[src/rtl/antenna_select.sv]
// antenna_select: accumulates per-antenna |h|^2 over a window of WIN_LEN SSR
// snapshots, scans the accumulators one per cycle for the strongest antenna,
// and hands the winner to the RF switch controller.
//
// Handshakes (both ports): a beat transfers on a rising edge where valid and
// ready are both 1. The producer holds data stable while valid is high and
// ready is low. ssr_ready depends only on state and rst_n, never on ssr_valid.
// sel_valid depends only on state, never on sel_ready.
module antenna_select #(
    parameter int DATA_WIDTH = 32,
    parameter int ANTENA_NUM = 4,
    parameter int WIN_LEN    = 16,
    parameter int ACC_WIDTH  = 2*DATA_WIDTH + $clog2(WIN_LEN) + 1,
    parameter int IDX_WIDTH  = $clog2(ANTENA_NUM)
) (
    input  logic                              clk,
    input  logic                              rst_n,
    input  logic                              ssr_valid,
    output logic                              ssr_ready,
    input  logic [2*ANTENA_NUM*DATA_WIDTH-1:0] ssr,
    output logic                              sel_valid,
    input  logic                              sel_ready,
    output logic [IDX_WIDTH-1:0]              sel_idx,
    output logic [ANTENA_NUM-1:0]             sel_onehot,
    output logic [ACC_WIDTH-1:0]              sel_power
);

    localparam int LANE_W = 2*DATA_WIDTH;
    localparam int CNT_W  = (WIN_LEN > 1) ? $clog2(WIN_LEN) : 1;

    // DONE is the single cycle that registers the scan winner onto the outputs.
    typedef enum logic [1:0] {ST_ACC, ST_SCAN, ST_DONE, ST_OUT} state_t;

    state_t                 state;
    state_t                 state_nxt;
    logic [ACC_WIDTH-1:0]   acc [ANTENA_NUM];
    logic [CNT_W-1:0]       cnt;
    logic [IDX_WIDTH-1:0]   k;
    logic [ACC_WIDTH-1:0]   best;
    logic [IDX_WIDTH-1:0]   best_idx;
    logic                   ssr_xfer;
    logic                   last_beat;
    logic                   last_k;

    assign ssr_xfer  = ssr_valid && ssr_ready;
    assign last_beat = (cnt == CNT_W'(WIN_LEN - 1));
    assign last_k    = (k == IDX_WIDTH'(ANTENA_NUM - 1));

    // State register.
    always_ff @(posedge clk) begin
        if (!rst_n) begin
            state <= ST_ACC;
        end else begin
            state <= state_nxt;
        end
    end

    // Next-state and handshake outputs.
    always_comb begin
        state_nxt = state;
        ssr_ready = 1'b0;
        sel_valid = 1'b0;
        case (state)
            ST_ACC: begin
                ssr_ready = rst_n;
                if (ssr_xfer && last_beat) begin
                    state_nxt = ST_SCAN;
                end
            end
            ST_SCAN: begin
                if (last_k) begin
                    state_nxt = ST_DONE;
                end
            end
            ST_DONE: begin
                state_nxt = ST_OUT;
            end
            ST_OUT: begin
                sel_valid = 1'b1;
                if (sel_ready) begin
                    state_nxt = ST_ACC;
                end
            end
            default: begin
                state_nxt = ST_ACC;
            end
        endcase
    end

    // Datapath: accumulate, sequential max scan, result registers.
    always_ff @(posedge clk) begin
        if (!rst_n) begin
            for (int i = 0; i < ANTENA_NUM; i++) begin
                acc[i] <= '0;
            end
            cnt        <= '0;
            k          <= '0;
            best       <= '0;
            best_idx   <= '0;
            sel_idx    <= '0;
            sel_onehot <= '0;
            sel_power  <= '0;
        end else begin
            case (state)
                ST_ACC: begin
                    k <= '0;
                    if (ssr_xfer) begin
                        for (int i = 0; i < ANTENA_NUM; i++) begin
                            acc[i] <= acc[i] + ACC_WIDTH'(ssr[i*LANE_W +: LANE_W]);
                        end
                        cnt <= last_beat ? '0 : cnt + 1'b1;
                    end
                end
                ST_SCAN: begin
                    // Strict greater-than keeps the lowest index on ties.
                    if (k == '0) begin
                        best     <= acc[0];
                        best_idx <= '0;
                    end else if (acc[k] > best) begin
                        best     <= acc[k];
                        best_idx <= k;
                    end
                    k <= last_k ? '0 : k + 1'b1;
                end
                ST_DONE: begin
                    sel_idx    <= best_idx;
                    sel_power  <= best;
                    sel_onehot <= ANTENA_NUM'(1) << best_idx;
                end
                ST_OUT: begin
                    if (sel_ready) begin
                        for (int i = 0; i < ANTENA_NUM; i++) begin
                            acc[i] <= '0;
                        end
                    end
                end
                default: begin
                    k <= '0;
                end
            endcase
        end
    end

endmodule

[config.mk]
export PLATFORM = sky130hd
export DESIGN_NAME = antenna_select
export DESIGN_NICKNAME = d
export VERILOG_FILES = /design/src/rtl/antenna_select.sv
export SDC_FILE = /design/constraint.sdc
export NUM_CORES = 2
export LEC_CHECK = 0
export CAP_MARGIN = 40
export CORE_AREA = 10 10 371 229
export CTS_CLUSTER_DIAMETER = 120
export DETAILED_ROUTE_END_ITERATION = 7
export DIE_AREA = 0 0 381 239
export DONT_BUFFER_PORTS = 1
export RECOVER_POWER = 50
export SLEW_MARGIN = 20
export SYNTH_ARGS = -nofsm -noshare
export SYNTH_HDL_FRONTEND = slang
export SYNTH_SLANG_ARGS = --single-unit
[constraint.sdc]
create_clock -name clk -period 9.7 [get_ports clk]
set_input_delay 2.91 -clock clk [delete_from_list [all_inputs] [get_ports clk]]
set_output_delay 2.91 -clock clk [all_outputs]
set_load 0.05 [all_outputs]
# --- Yosys cells after proc, flatten, opt, wreduce, memory -nomap -nowiden ---
# Memories as Yosys holds them, arrays and structs flattened. A register that Yosys moved wholly into a read port is not among the register bits.
# Cells that the tools add are included.
word_totals:
  mem_bits_rw: 276
  ff_bits: 154
  elab_cells: 74
  mem_count: 1
  output_inout_bits: 77
  in_bits: 260
memory_table:
  columns: ["memory", "words", "width", "rd", "rd_ports_with_merged_regs", "write_ports", "line_no", "rtl"]
  rows:
  - ["acc", 4, 69, 5, 1, 4, "36", "logic [ACC_WIDTH-1:0] acc [ANTENA_NUM];"]
op_classes:
  add_sub_neg: 6
  n_lt_le_gt_ge: 1
  muxes: 32
  shift: 1
  n_bitwise: 8
  n_reduce_logical: 9
  eq_ne: 8
op_table:
  columns: ["cell", "n"]
  rows:
  - ["69-bit two-way mux", 10]
  - ["69-bit by 64-bit adder with 69-bit output", 4]
  - ["69-bit > comparator", 1]
  - ["2-bit two-way mux", 8]
  - ["1-bit two-way mux", 11]
  - ["1-bit OR", 8]
  - ["2-bit case mux with 4 select lines", 1]
  - ["2-bit == test, second input constant", 3]
  - ["2-bit inequality test, second input constant", 3]
  - ["4-bit by 1-bit adder with 4-bit output, second input constant", 1]
  - ["4-bit == test, second input constant", 1]
  - ["2-bit zero test", 2]
  - ["4-bit two-way mux", 1]
  - ["2-bit case mux with 2 select lines", 1]
  - ["2-bit AND reduction", 2]
  - ["2-bit nonzero test", 2]
  - ["1-bit by 2-bit << shifter with 4-bit output, first input constant", 1]
  - ["3-bit AND reduction", 1]
  - ["2-bit by 1-bit adder with 2-bit output, second input constant", 1]
  - ["2-bit by 1-bit == test with 1-bit output, second input constant", 1]
  - ["1-bit logical AND", 2]

# --- Longest topological paths before layout ---
depth:
  ltp_word: 9
  mapped_depth: 20

# --- Least setup slack after synthesis ---
# Ideal clock, no wire load.
synth_timing:
  path_type: "input port to output port"
  from: "input port rst_n"
  to: "output port ssr_ready"
  stages: 3
  path_buffers: 2
  arrival_time_ps: 3809
  setup_slack_ps: 2981
  cell_sequence: "clkbuf_1 > clkbuf_1 > and2_1"
synth_via:
  elab_chain_cells: 1
synth_lines:
  columns: ["item", "line_no", "rtl"]
  rows:
  - ["from (decl)", "17", "input logic rst_n,"]
  - ["1-bit two-way mux", "63", "case (state)"]
  - ["to (decl)", "19", "output logic ssr_ready,"]
# No other way between the ends.

==> qor.log <==
qor: status.outcome complete, but fails checks
qor: status.violations max-capacitance violations, max-slew violations
qor: yosys.synth_seq_area_share 0.301
qor: grt.overflow 0
qor: min_path.min_delay_worst_endpoint acc[3][16]
qor: yosys.ys_top_cells_by_area sky130_fd_sc_hd__dfxtp_1 (18%), sky130_fd_sc_hd__ha_1 (12%), sky130_fd_sc_hd__edfxtp_1 (12%)
qor: timing.setup_total_negative_slack 0 ns
qor: drt.detail_route.first_pass.iterations 6
qor: place.port_buffers 0
qor: clock_tree.ctsHoldBuffers 0
qor: clock_tree.cts.repair.resized 0
qor: cells_and_area.final_util 0.458
qor: place.post-dp-hpwl 99,100 µm
qor: min_path.hold_path.class reg -> reg
qor: cells_and_area.drive_above_1_share 0.0628
qor: grt.largest_net_degree_at_the_start_of_global_routing 81
qor: min_path.min_path_cells 2
qor: cells_and_area.multi_input_logic_area 22,000 µm²
qor: yosys.synth_top_cell_by_area sky130_fd_sc_hd__dfxtp_1
qor: place.gpl.final_weighted_congestion 0.976
qor: cells_and_area.fin_nets 4,407
qor: timing.setup_viol_count_final 0
qor: timing.grt_setup_unrepaired false
qor: clock_tree.cts_inserted_buffers 48
qor: power_and_ir_drop.power_per_cell_area 192 nW/µm²
qor: worst_setup_path.path_buf_inv 3
qor: timing.fmaxAchievable 0.125 GHz
qor: clock_tree.max-clock-path-buffers 3
qor: floorplanning.fp.coreArea 78,500 µm²
qor: clock_tree.clock_tree_from_tritoncts yes
qor: drt.wl 124,000 µm
qor: yosys.post_synth.cell_area_avg 8.48 µm²
qor: worst_setup_path.critPathCaptureType flip-flop
qor: grt.grt_use_total 0.259
qor: drt.detail_route.drc_violations 0
qor: drt.drt_iter0_drc 3,155
qor: timing.finalClockSkew 0.0266 ns
qor: worst_setup_path.regToRegSetupSlack 3.82 ns
qor: yosys.synthesis.yosys.warnings 0
qor: clock_tree.h-tree-depth 2
qor: drt.drt-wirelength-per-cell 25.1 µm
qor: worst_setup_path.crit_required 10.18 ns
qor: grt.grt_pass1_vias 26,500
qor: worst_setup_path.path_delay_family buffers and inverters
qor: yosys.yosysTopAreaCellShare 0.176
qor: floorplanning.floorplan.die.height 239 µm
qor: floorplanning.dieWidth 381 µm
qor: min_path.hp_start acc[3][16]
qor: worst_setup_path.criticalPathCategory in -> reg
qor: drt.vias_per_cell 6.01
qor: cells_and_area.filler_cell_count 7,752
qor: power_and_ir_drop.worst_ir_drop_vdd 0.125 mV
qor: cells_and_area.area_added_between_synthesis_and_finish 7.77%
qor: floorplanning.placementRows 80
qor: floorplanning.design.portCount 337
qor: cells_and_area.seq_area 10,000 µm²
qor: yosys.syn-cell-area 33,400 µm²
qor: yosys.synth_cell_type_count 100
qor: yosys.yosysMostFrequentCell sky130_fd_sc_hd__nand2_1
qor: timing.period_share 0.824
qor: clock_tree.insertion_delay 0.63 ns
qor: drt.postRouteAntennaNets 0
qor: worst_setup_path.slowest_delay 1.64 ns
qor: yosys.post_synth_inst_count 3,934
qor: worst_setup_path.critical_path.max_fanout 49
qor: yosys.syn-num-nets 4,530
qor: yosys.post_synth_edffs 138
qor: worst_setup_path.reg2reg_to best[62]
qor: worst_setup_path.rr_worst_depth 15
qor: grt.grt_antenna_before_repair 27
qor: timing.slew-limit-headroom -1.18
qor: drt.vias 29,600
qor: timing.finalHoldViolCount 0
qor: power_and_ir_drop.p_leak 14.7 nW
qor: yosys.synth_commonest_cells sky130_fd_sc_hd__nand2_1 (480), sky130_fd_sc_hd__nor2_1 (415), sky130_fd_sc_hd__a21oi_1 (347), sky130_fd_sc_hd__ha_1 (332), sky130_fd_sc_hd__dfxtp_1 (294)
qor: yosys.ys_ff_latch 432
qor: timing.report.final.slew_viol_count 282
qor: clock_tree.clock_tree.root_cell sky130_fd_sc_hd__clkbuf_16
qor: flow_run.cap_viol_max_count 6
qor: yosys.ys_async_sr_fraction 0
qor: worst_setup_path.worst-endpoint-arrival 8.47 ns
qor: yosys.yosys_most_used_dff sky130_fd_sc_hd__dfxtp_1
qor: timing.worst_slew_pin_slew 3.27 ns
qor: clock_tree.cts_sinks 432
qor: worst_setup_path.crit_path_top_delay_cell sky130_fd_sc_hd__clkinvlp_2
qor: floorplanning.initial_core_util 0.425
qor: worst_setup_path.cp_launch_type primary input
qor: clock_tree.cts.repair_timing.setup_buffer_count 0
qor: clock_tree.clkSlewWorstSetupHoldPaths 0.07 ns
qor: timing.min_period 7.99 ns
qor: worst_setup_path.crit_chain clkinvlp_2 -> nor2_1 -> clkbuf_1 -> nand2_1 -> buf_16 -> or3_1 -> o21ai_0 -> a31oi_1 -> nand3_1
qor: floorplanning.die_area 91,100 µm²
qor: grt.first_pass_grt_wire_length 179,000 µm
-- power breakdown --
part / total [mW] / internal [mW] / switching, mW
Combinational: 2.53 / 1.04 / 1.49
Sequential: 2.34 / 2.06 / 0.280
Clock: 2.03 / 1.18 / 0.846
-- final cells by class --
class,instances,area share
clock inverter,16,0.00623
tap,1066,0.0371
timing repair buffer,33,0.00922
antenna,15,0.00104
inverter,148,0.0155
clock buffer,74,0.0410
sequential,432,0.279
multi-input combinational,3148,0.611
-- per-layer routing --
| metal | track usage | vias up | routed length [µm] |
|---|---|---|---|
| li1 | - | 14200 | - |
| met4 | 0.0429 | 24 | 1850 |
| met3 | 0.129 | 133 | 18400 |
| met1 | 0.377 | 14000 | 56800 |
| met2 | 0.336 | 1279 | 46400 |
| met5 | 0.0120 | - | 290 |
-- worst max path at each step --
stage               depth (start not counted)  slack [ns]  startpoint    endpoint
finish                                      9        1.71       rst_n  acc[1][67]
global route                                9        1.53       rst_n  acc[1][67]
CTS                                        15        2.87     ssr[64]  acc[1][60]
detailed placement                         15        2.24     ssr[64]  acc[1][60]
global placement                           15        2.20     ssr[64]  acc[1][60]
floorplan                                   3        2.98       rst_n   ssr_ready
-- state kept, by name (all words and copies together) (netlist names), named ones only --
| signal | flops |
|---|---|
| acc | 276 |
| best | 69 |
| sel_power | 69 |
| cnt | 4 |
| sel_onehot | 4 |
| best_idx | 2 |
| k | 2 |
| sel_idx | 2 |
| state | 2 |
-- cells in the final DEF, fill, tap and decap left out, types with 52 or more instances in the layout --
cell | netlist | final
sky130_fd_sc_hd__a21o_1 | 225 | 225
sky130_fd_sc_hd__a21oi_1 | 347 | 347
sky130_fd_sc_hd__a311oi_1 | 70 | 70
sky130_fd_sc_hd__clkbuf_16 | 0 | 52
sky130_fd_sc_hd__dfxtp_1 | 294 | 292
sky130_fd_sc_hd__edfxtp_1 | 138 | 138
sky130_fd_sc_hd__ha_1 | 332 | 330
sky130_fd_sc_hd__inv_1 | 146 | 144
sky130_fd_sc_hd__mux2i_1 | 78 | 78
sky130_fd_sc_hd__mux4_2 | 69 | 69
sky130_fd_sc_hd__nand2_1 | 480 | 478
sky130_fd_sc_hd__nand3_1 | 65 | 65
sky130_fd_sc_hd__nand4_1 | 93 | 93
sky130_fd_sc_hd__nor2_1 | 415 | 415
sky130_fd_sc_hd__o21ai_0 | 194 | 194
sky130_fd_sc_hd__xnor2_1 | 127 | 127
sky130_fd_sc_hd__xor2_1 | 98 | 98
-- tightest hold or removal path, cell delays in order, from the launching register on --
cell,delay (ns)
sky130_fd_sc_hd__dfxtp_1,0.33
sky130_fd_sc_hd__nand2_1,0.06
sky130_fd_sc_hd__a21oi_1,0.05
-- through the flow --
| step | area [µm²] | hold WS (ns) | worst slack, ns | instances | power, mW |
|---|---|---|---|---|---|
| floorplan | 33400 | 0.439 | 2.98 | 3934 | 4.13 |
| global placement | 34100 | 0.460 | 2.20 | 4815 | 4.81 |
| detailed placement | 34200 | 0.464 | 2.24 | 4823 | 4.82 |
| CTS | 35900 | 0.472 | 2.87 | 4913 | 6.86 |
| global route | 35900 | 0.503 | 1.53 | 4924 | 7.28 |
| finish | 36000 | 0.477 | 1.71 | 4932 | 6.90 |
-- cells by family after synthesis --
group,Yosys count,synth area share
AND/OR/NAND/NOR,1268,0.169
XOR/XNOR,225,0.0590
adder cells (fa/ha/maj),336,0.127
buffers and inverters,354,0.0420
flip-flops,432,0.301
multiplexers,147,0.0700
AO/OA/AOI/OAI,1172,0.233
Power figures use the tool's default switching activity.
